`src/rtl/lane_extractor.sv`:
```
// lane_extractor: serialises a packed word of LANES lanes into one lane
// per cycle on a valid/ready stream, tagged with lane index and last flag.
// Ports: clk, rst (synchronous, active-high);
//   word side: in_data, in_cnt, in_valid, in_ready;
//   lane side: out_data, out_idx, out_last, out_valid, out_ready;
//   busy mirrors out_valid.
// Build option EXTRACTOR_MSB_FIRST_EN: emit lanes from cnt_eff-1 down to 0.
module lane_extractor #(
  parameter  int LANES  = 16,
  parameter  int LANE_W = 1,
  localparam int IDX_W  = $clog2(LANES),
  localparam int CNT_W  = $clog2(LANES + 1)
) (
  input  logic                    clk,
  input  logic                    rst,
  input  logic [LANES*LANE_W-1:0] in_data,
  input  logic [CNT_W-1:0]        in_cnt,
  input  logic                    in_valid,
  output logic                    in_ready,
  output logic [LANE_W-1:0]       out_data,
  output logic [IDX_W-1:0]        out_idx,
  output logic                    out_last,
  output logic                    out_valid,
  input  logic                    out_ready,
  output logic                    busy
);

  typedef enum logic {
    IDLE,
    EMIT
  } state_t;

  state_t state_q;
  state_t state_d;

  logic [LANES*LANE_W-1:0] word_q;
  logic [CNT_W-1:0]        cnt_q;
  logic [CNT_W-1:0]        cnt_eff;
  logic [IDX_W-1:0]        idx_q;
  logic [IDX_W-1:0]        idx_first;
  logic [IDX_W-1:0]        idx_end;
  logic [IDX_W-1:0]        idx_next;
  logic [IDX_W-1:0]        top_new;
  logic [IDX_W-1:0]        top_held;
  logic                    last;
  logic                    accept;
  logic                    step;

  // Zero and oversize counts both mean "the whole word".
  always_comb begin
    cnt_eff = in_cnt;
    if (in_cnt == '0 || in_cnt > CNT_W'(LANES))
      cnt_eff = CNT_W'(LANES);
  end

  assign top_new  = IDX_W'(cnt_eff - CNT_W'(1));
  assign top_held = IDX_W'(cnt_q - CNT_W'(1));

`ifdef EXTRACTOR_MSB_FIRST_EN
  assign idx_first = top_new;
  assign idx_end   = '0;
  assign idx_next  = idx_q - IDX_W'(1);
`else
  assign idx_first = '0;
  assign idx_end   = top_held;
  assign idx_next  = idx_q + IDX_W'(1);
`endif

  assign out_valid = (state_q == EMIT);
  assign busy      = out_valid;
  assign last      = out_valid && (idx_q == idx_end);
  assign out_last  = last;
  assign out_idx   = idx_q;

  // Gated by state so a finished word does not linger on the bus.
  assign out_data = out_valid
    ? word_q[int'(idx_q)*LANE_W +: LANE_W]
    : '0;

  always_comb begin
    state_d  = state_q;
    step     = 1'b0;
    in_ready = !out_valid || (out_ready && last);
    accept   = in_valid && in_ready;
    unique case (state_q)
      IDLE: begin
        if (accept)
          state_d = EMIT;
      end
      EMIT: begin
        if (out_ready) begin
          if (!last)
            step = 1'b1;
          else if (!accept)
            state_d = IDLE;
        end
      end
    endcase
  end

  always_ff @(posedge clk) begin
    if (rst)
      state_q <= IDLE;
    else
      state_q <= state_d;
  end

  // accept and step are exclusive: accept in EMIT needs the last lane.
  always_ff @(posedge clk) begin
    if (rst) begin
      word_q <= '0;
      cnt_q  <= '0;
      idx_q  <= '0;
    end else begin
      unique case (1'b1)
        accept: begin
          word_q <= in_data;
          cnt_q  <= cnt_eff;
          idx_q  <= idx_first;
        end
        step: begin
          idx_q <= idx_next;
        end
        default: begin
        end
      endcase
    end
  end

endmodule
```
`config.mk`:
```
export PLATFORM = sky130hd
export DESIGN_NAME = lane_extractor
export DESIGN_NICKNAME = d
export VERILOG_FILES = /design/src/rtl/lane_extractor.sv
export SDC_FILE = /design/constraint.sdc
export NUM_CORES = 1
export LEC_CHECK = 0
export ABC_AREA = 1
export BUFFER_PORTS_ARGS = -buffer_cell sky130_fd_sc_hd__buf_4
export CAP_MARGIN = 20
export CORE_MARGIN = 5
export CORE_UTILIZATION = 25
export CTS_BUF_LIST = sky130_fd_sc_hd__clkbuf_4
export DETAILED_ROUTE_END_ITERATION = 7
export MAX_ROUTING_LAYER = met4
export SYNTH_ARGS = -nofsm -noshare
export SYNTH_HDL_FRONTEND = slang
export SYNTH_SLANG_ARGS = --single-unit
```
`constraint.sdc`:
```
create_clock -name clk -period 2 [get_ports clk]
set_input_delay 0.1 -clock clk [delete_from_list [all_inputs] [get_ports clk]]
set_output_delay 0.1 -clock clk [all_outputs]
set_load 0.005 [all_outputs]
```
Word level (Yosys, flattened, before mapping). Index checks and enable logic that the tools add are counted.

Bits in registers: 25. Input bits: 25. Output and inout bits: 9. Logic and storage cells: 28.

Add/sub/neg operators: 2. Order comparisons: 1. Eq/ne operators: 1. Shift operators: 1. Multiplexer cells: 10. Bitwise operators: 1. Reduce and logical (&&, ||, !) cells: 8.

Operator list (number): 16-bit by 5-bit variable part select with 1-bit output (1); 4-bit case mux with 2 select lines (1); 1-bit 2-to-1 mux (7); 5-bit greater-than comparator, second input constant (1); 5-bit logical NOT (1); 4-bit by 1-bit adder with 4-bit output, second input constant (1); 4-bit == test (1); 4-bit 2-to-1 mux (1); 4-bit by 1-bit subtractor with 4-bit output, second input constant (1); 1-bit logical AND (3); 1-bit logical OR (2); 1-bit case mux with 2 select lines (1); 2-bit nonzero test (1); 1-bit logical NOT (1); 1-bit inverter (1).

Logic depth before layout (Yosys ltp). Gate-level depths: netlist of the first run.

Depth in word-level cells: 10. Mapped depth: 14.

Worst setup path before layout of the first run. No wires, ideal clock.

Kind: register to register. From: reg cnt_q[0]. To: reg word_q[10]. Arrival time: 1.530 ns. Path slack: 0.355 ns. Cell stages (with the launch flop): 12. Period minus slack after synthesis: 1.645 ns. Path through: dfxtp_1 > inv_1 > ha_1 > nand2_1 > nand3_1 > nor2_2 > nand3_2 > nand2_2 > nand3_2 > clkbuf_2 > o21ai_0 > nor2_1.

Longest elaborated chain between the ends: 6.

RTL lines: start, declared (line 37) `logic [CNT_W-1:0] cnt_q;`; start signal, assigned (line 118) `cnt_q <= cnt_eff;`; 4-bit by 1-bit subtractor with 4-bit output (line 57) `assign top_held = IDX_W'(cnt_q - CNT_W'(1));`; 4-bit == test (line 71) `assign last = out_valid && (idx_q == idx_end);`; 1-bit logical AND (line 71); 1-bit logical AND (line 83) `in_ready = !out_valid || (out_ready && last);`; 1-bit logical OR (line 83); 1-bit logical AND (line 84) `accept = in_valid && in_ready;`; end signal, assigned (line 117) `word_q <= in_data;`; end, declared (line 36) `logic [LANES*LANE_W-1:0] word_q;`.

Every way passes these cells. A chain may end at the register's enable or synchronous reset.

Worst setup path in the final report of the first run.
From: reg cnt_q[0]. To: out in_ready.

Longest elaborated chain between the ends: 5.

RTL lines: 4-bit by 1-bit subtractor with 4-bit output (line 57); 4-bit == test (line 71); 1-bit logical AND (line 71); 1-bit logical AND (line 83); 1-bit logical OR (line 83); end, declared (line 19) `output logic in_ready,`.

Every way passes these cells.

==> metrics.cfg, run 1 <==
[worst_setup_path]
arrival_ns=1.75
cp-start-kind=flop
crit_type=reg2out
cp_max_fo=4
worstPathRequired_ns=1.90
crit_path_end_kind=output port

[floorplanning]
initial_utilization=0.253
fp.dieW_um=81.5
die_y_um=81.5
ioPinCount=34
std_cell_rows=26
dieArea_sq_mm=0.00663
core_area_sq_mm=0.00504

[pwr]
leakage_nw=0.829
p_total_mw=1.06
ir_drop_v=0.000362
power_density_mw_per_mm2=597
power.internal_mw=0.742
swShare=0.302
p_switching_mw=0.321
p_seq_frac=0.526
pwr-share-clk=0.239
comb_power_share=0.235

[sta]
setup_violations=0
tightest_slew_ns=0.561
slew_violations=0
max_freq_mhz=539
finalCritPeriodShare=0.927
maxSlewHeadroom=0.625
finClkSkew_ns=0.00636
final.min_clock_period_ns=1.85
finalHoldViolCount=0

[synthesis]
yosysUniqueCellTypes=25
yosys.area.top_type=dfxtp_1
synth_compound_area_frac=0.151
yosysSeqAreaShare=0.392
yosysTopAreaCellShare=0.392
synth_area_leaders=dfxtp_1 (39%), nor2_1 (15%), nand2_1 (11%), o21ai_0 (5.5%), o21ai_1 (4.3%)
synth-xor-area-share=0.0137
synth_fa_ha_area_frac=0.0196
synth_nets=220
ys_ff_latch=25
syn_area_sq_mm=0.00128
synth_simple_gate_area_frac=0.323
synthesis.yosys.warnings=0
synth_top_family_by_area=simple AND/OR/NAND/NOR gates
syn_area_per_cell_sq_um=6.61
synthesis.instances=193
muxShareOfSynthArea=0

[cts]
clkTransAtPathRegs_ns=0.16
numCtsBuffers=3
cts_num_sinks=25
cts_buffer_depth=2
cts_root_buf=clkbuf_4
cts_tree=yes
htree_levels=1
clock_latency_ns=0.33

[place]
place_congestion=0.770
place_hpwl_um=2420
portBuffers=33

[drt]
drc_errors=0
vias=1312
drt_first_pass_iters=4
wl_per_cell_um=10.4
ant_nets=0
drtIter0Drc=95
drt_wl_total_um=3230
vias_per_cell=4.23

[global_routing]
grt_pass1_vias=1315
track_usage=0.112
grt_pass1_wl_um=5700
grt_max_degree=25
antenna_found_initial=0
grt_overflow=0

[cells_and_area]
drive_gt1_frac=0.225
antenna_cells=0
fin_nets=268
area_delta_synth_final_pct=39.5
utilization=0.353

[status]
outcome=complete, no violations

[worst_hold_path]
holdCritPathClass=in2reg

[run]
drv_cap=0

-- state kept, by name, indices dropped and copies added (netlist names) --
signal	flops
out_idx	4
cnt_q	4
busy	1
word_q	16
-- layer usage --
metal | routed length (um) | track usage | part of all wire | vias up
met5 | 0 | - | 0 | -
met4 | 19 | 0.0220 | 0.0059 | 0
met3 | 180 | 0.0318 | 0.056 | 2
met2 | 1510 | 0.187 | 0.47 | 29
met1 | 1520 | 0.134 | 0.47 | 573
li1 | - | - | - | 708
-- final timing paths --
| kind | from | endpoint | slack (ns) | depth (start not counted) |
|---|---|---|---|---|
| setup / recovery | cnt_q[0] | in_ready | 0.15 | 10 |
| hold / removal | in_data[15] | word_q[15] | 0.005 | 3 |
| setup reg to reg | cnt_q[0] | word_q[13] | 0.21 | 11 |
| hold reg to reg | cnt_q[1] | cnt_q[1] | 0.50 | 2 |
-- metrics by stage --
step | hold WS, ns | instances | TNS (ns) | setup WS, ns | cell area [sq um]
2_1_floorplan | 0.169 | 193 | 0 | 0.355 | 1280
3_3_place_gp | 0.303 | 291 | 0 | 0.223 | 1590
3_5_place_dp | 0.302 | 291 | 0 | 0.105 | 1590
4_1_cts | 0.000892 | 308 | 0 | 0.0645 | 1750
5_1_grt | 0.0139 | 310 | -0.00445 | -0.00445 | 1780
6_report | 0.00543 | 310 | 0 | 0.146 | 1780
-- synth_stat cells --
library cell	n
a21boi_0	1
a21oi_1	4
buf_2	2
buf_4	2
buf_6	2
clkbuf_1	3
clkbuf_2	1
clkinv_2	1
dfxtp_1	25
ha_1	2
inv_1	13
inv_2	3
nand2_1	37
nand2_2	1
nand3_1	8
nand3_2	2
nor2_1	52
nor2_2	1
nor3_1	1
o211ai_1	1
o21ai_0	14
o21ai_1	11
o221ai_1	3
o22ai_1	1
xor2_1	2
-- logic make-up (layout without fill, tap and decap cells) --
logic type	count (synthesis)	count (layout)
XOR/XNOR	2	2
AO/OA/AOI/OAI	35	35
AND/OR/NAND/NOR	102	102
buffers and inverters	27	74
flip-flops	25	25
adder cells (fa/ha/maj)	2	2
-- critical path, stage by stage (launching register included) --
cell	delay, ns
dfxtp_2	0.36
inv_1	0.13
ha_4	0.22
nand2_1	0.07
nand3_1	0.09
nor2_2	0.13
nand3_2	0.10
nand2_2	0.09
nand2_1	0.07
inv_1	0.06
buf_4	0.10
-- power by group through the flow --
stage          registers, mW  logic, mW  clock network, mW
2_1_floorplan          0.564      0.149                  0
3_3_place_gp           0.569      0.222                  0
3_5_place_dp           0.570      0.225                  0
4_1_cts                0.559      0.245              0.261
5_1_grt                0.565      0.291              0.280
6_report               0.559      0.250              0.254
-- cells in the final DEF, fill, tap and decap left out --
cell and instances:
buf_4 39, inv_2 3, nand2_2 1, nor3_1 1, o21ai_0 13, o221ai_1 3, nor2_1 52, nand2_1 37
dlygate4sd3_1 14, ha_1 1, a21boi_0 1, nor2_2 1, dfxtp_1 23, o211ai_1 1, ha_4 1, dfxtp_2 2
o21ai_1 12, inv_6 1, clkbuf_4 3, a21oi_1 4, xor2_1 2, nand3_2 2, inv_1 13, inv_4 1
o22ai_1 1, nand3_1 8
-- area by class of cell --
class	instances	area, sq um
multi-input cells	141	659
clock buffers	3	22.5
flip-flops and latches	25	503
inverters	17	66.3
repair buffers	53	433
fillers	572	3260
clock inverters	1	8.76
well taps	70	87.6
-- repair_timing --
action                                  in CTS  in global routing
hold buffers                                13                  1
setup buffers                                0                  1
endpoints found under the setup margin       0                 22
gates resized for setup                      0                  5
endpoints found under the hold margin       15                  1
Note: power is estimated with default switching activity, not from simulation.
==> inputs of run 2 (changes only) <==
Settings changed: BUFFER_PORTS_ARGS -buffer_cell sky130_fd_sc_hd__buf_4 to -buffer_cell sky130_fd_sc_hd__buf_2.
==> metrics.cfg, run 2 (synthesis results as in run 1) <==
[run]
drv_cap=0  ; unchanged

[place]
place_hpwl_um=2320  ; was 2420 um
portBuffers=33  ; unchanged
dpl_worst_slack_ns=0.106  ; was 0.105 ns
place_congestion=0.747  ; was 0.770

[cts]
clkTransAtPathRegs_ns=0.16  ; about the same
cts_root_buf=clkbuf_4  ; unchanged
htree_levels=1  ; unchanged
cts_tree=yes  ; unchanged
numCtsBuffers=3  ; unchanged
clock_latency_ns=0.34  ; was 0.33 ns
cts_num_sinks=25  ; unchanged
cts_buffer_depth=2  ; unchanged

[sta]
finalCritPeriodShare=0.914  ; was 0.927
setup_violations=0  ; unchanged
final.min_clock_period_ns=1.83  ; was 1.85 ns
rsz0062_at_grt=no
max_freq_mhz=547  ; was 539 MHz
maxSlewHeadroom=0.624  ; was 0.625
tightest_slew_ns=0.563  ; was 0.561 ns
slew_violations=0  ; unchanged
finalWorstSetupSlack_ns=0.172  ; was 0.146 ns
tns_ns=0  ; unchanged
finalHoldViolCount=0  ; unchanged
holdWs_ns=0.00968  ; was 0.00543 ns
finClkSkew_ns=0.0104  ; was 0.00636 ns

[worst_hold_path]
worstHoldStart=in_data[9]  ; was in_data[15]
holdCritPathClass=in2reg  ; unchanged
hold_path_depth=3  ; unchanged
hold_end=word_q[9]  ; was word_q[15]

[drt]
drc_errors=0  ; unchanged
drt_first_pass_iters=4  ; unchanged
vias_per_cell=4.18  ; was 4.23
wl_per_cell_um=10.1  ; was 10.4 um
vias=1299  ; was 1312
drtIter0Drc=35  ; was 95
ant_nets=0  ; unchanged
drt_wl_total_um=3140  ; was 3230 um

[cells_and_area]
area_delta_synth_final_pct=33.9  ; was 39.5%
mostFrequentLayoutCells=nor2_1 (52), nand2_1 (37), buf_2 (33)  ; was nor2_1 (52), buf_4 (39), nand2_1 (37)
final_common_cell=nor2_1  ; unchanged
fillCellCount=545  ; was 572
largest_reg_flops=16  ; unchanged
top_register=word_q  ; unchanged
multiInputGateArea_sq_um=654  ; was 659 sq um
drive_gt1_frac=0.220  ; was 0.225
antenna_cells=0  ; unchanged
fin_nets=269  ; was 268
seq_area_sq_um=503  ; unchanged

[status]
outcome=complete, no violations  ; unchanged

[global_routing]
grt_overflow=0  ; unchanged
antenna_found_initial=0  ; unchanged
track_usage=0.104  ; was 0.112
grt_max_degree=25  ; unchanged
grt_pass1_wl_um=5310  ; was 5700 um
grt_pass1_vias=1225  ; was 1315

[worst_setup_path]
worstPathCellList=inv_1, ha_1, nand2_1, nand3_1, nor2_2, nand3_2, nand2_2, nand2_1, inv_1, buf_2  ; was inv_1, ha_4, nand2_1, nand3_1, nor2_2, nand3_2, nand2_2, nand2_1, inv_1, buf_4
worstPathRequired_ns=1.90  ; about the same
reg2reg_to=word_q[15]  ; was word_q[13]
ff2ff_setup_slack_ns=0.23  ; was 0.21 ns
cp_slowest_cell=dfxtp_2  ; unchanged
cp_top_family=simple AND/OR/NAND/NOR gates  ; unchanged
crit_type=reg2out  ; unchanged
r2r-start=cnt_q[0]  ; unchanged
path_buf_inv=3  ; unchanged
reg2reg_depth=11  ; unchanged
cp-start-kind=flop  ; unchanged
cp_max_fo=3  ; was 4
arrival_ns=1.73  ; was 1.75 ns
crit_path_max_incr_delay_ns=0.35  ; was 0.36 ns
crit_path_end_kind=output port  ; unchanged

[floorplanning]
dieArea_sq_mm=0.00663  ; unchanged
ioPinCount=34  ; unchanged
initial_utilization=0.253  ; unchanged
fp.dieW_um=81.5  ; unchanged
std_cell_rows=26  ; unchanged
die_y_um=81.5  ; unchanged
core_area_sq_mm=0.00504  ; unchanged

[pwr]
ir_drop_v=0.000294  ; was 0.000362 V
leakage_nw=0.814  ; was 0.829 nW
power_density_mw_per_mm2=611  ; was 597 mW/mm^2

run 2: metrics by stage:
step	cells	cell area (sq um)	utilization	total power [mW]
after global placement	291	1500	0.298	0.769
after detailed placement	291	1500	0.298	0.773
after global routing	311	1710	0.339	1.11
final	311	1710	0.339	1.04
after floorplan	193	1280	-	0.712
after CTS	310	1680	0.334	1.05
run 2: what timing repair did:
| item | 4_1_cts | 5_1_grt |
|---|---|---|
| setup endpoints to repair | 0 | 22 |
| setup buffers | 0 | 1 |
| hold endpoints to repair | 17 | 0 |
| gates resized for setup | 0 | 7 |
| hold buffers | 15 | 0 |
run 2: worst max-delay path by stage:
stage              from    endpoint  slack (ns)  depth (start not counted)
5_1_grt        cnt_q[1]    in_ready      0.0008                         11
4_1_cts        cnt_q[0]    cnt_q[0]        0.08                         12
2_1_floorplan  cnt_q[0]  word_q[10]        0.35                         11
3_3_place_gp   cnt_q[0]  word_q[10]        0.17                         12
6_report       cnt_q[0]    in_ready        0.17                         10
3_5_place_dp   cnt_q[0]    cnt_q[0]        0.11                         12
run 2: where the power goes:
part	leakage (nW)	total [mW]	switching, mW	internal [mW]
registers	0.207	0.558	0.0223	0.536
clock network	0.0183	0.255	0.173	0.0817
logic	0.589	0.231	0.124	0.107
total	0.814	1.04	0.319	0.725
run 2: tightest hold or removal path, delay by kind of cell:
family                 cells  cell delay (ns)
and+or+nand+nor            1             0.08
buffers and inverters      1             0.07
AOI/OAI and AO/OA          1             0.07
run 2: final cells by class:
class | count | share of cell area
repair buffers | 54 | 0.213
multi-input cells | 141 | 0.383
clock buffers | 3 | 0.0132
well taps | 70 | 0.0512
clock inverters | 1 | 0.00512
flip-flops and latches | 25 | 0.294
inverters | 17 | 0.0403
run 2: per-layer routing:
layer,part of all wire,track usage
met5,0,-
met3,0.049,0.0263
met1,0.47,0.121
met2,0.47,0.182
met4,0.0067,0.0203
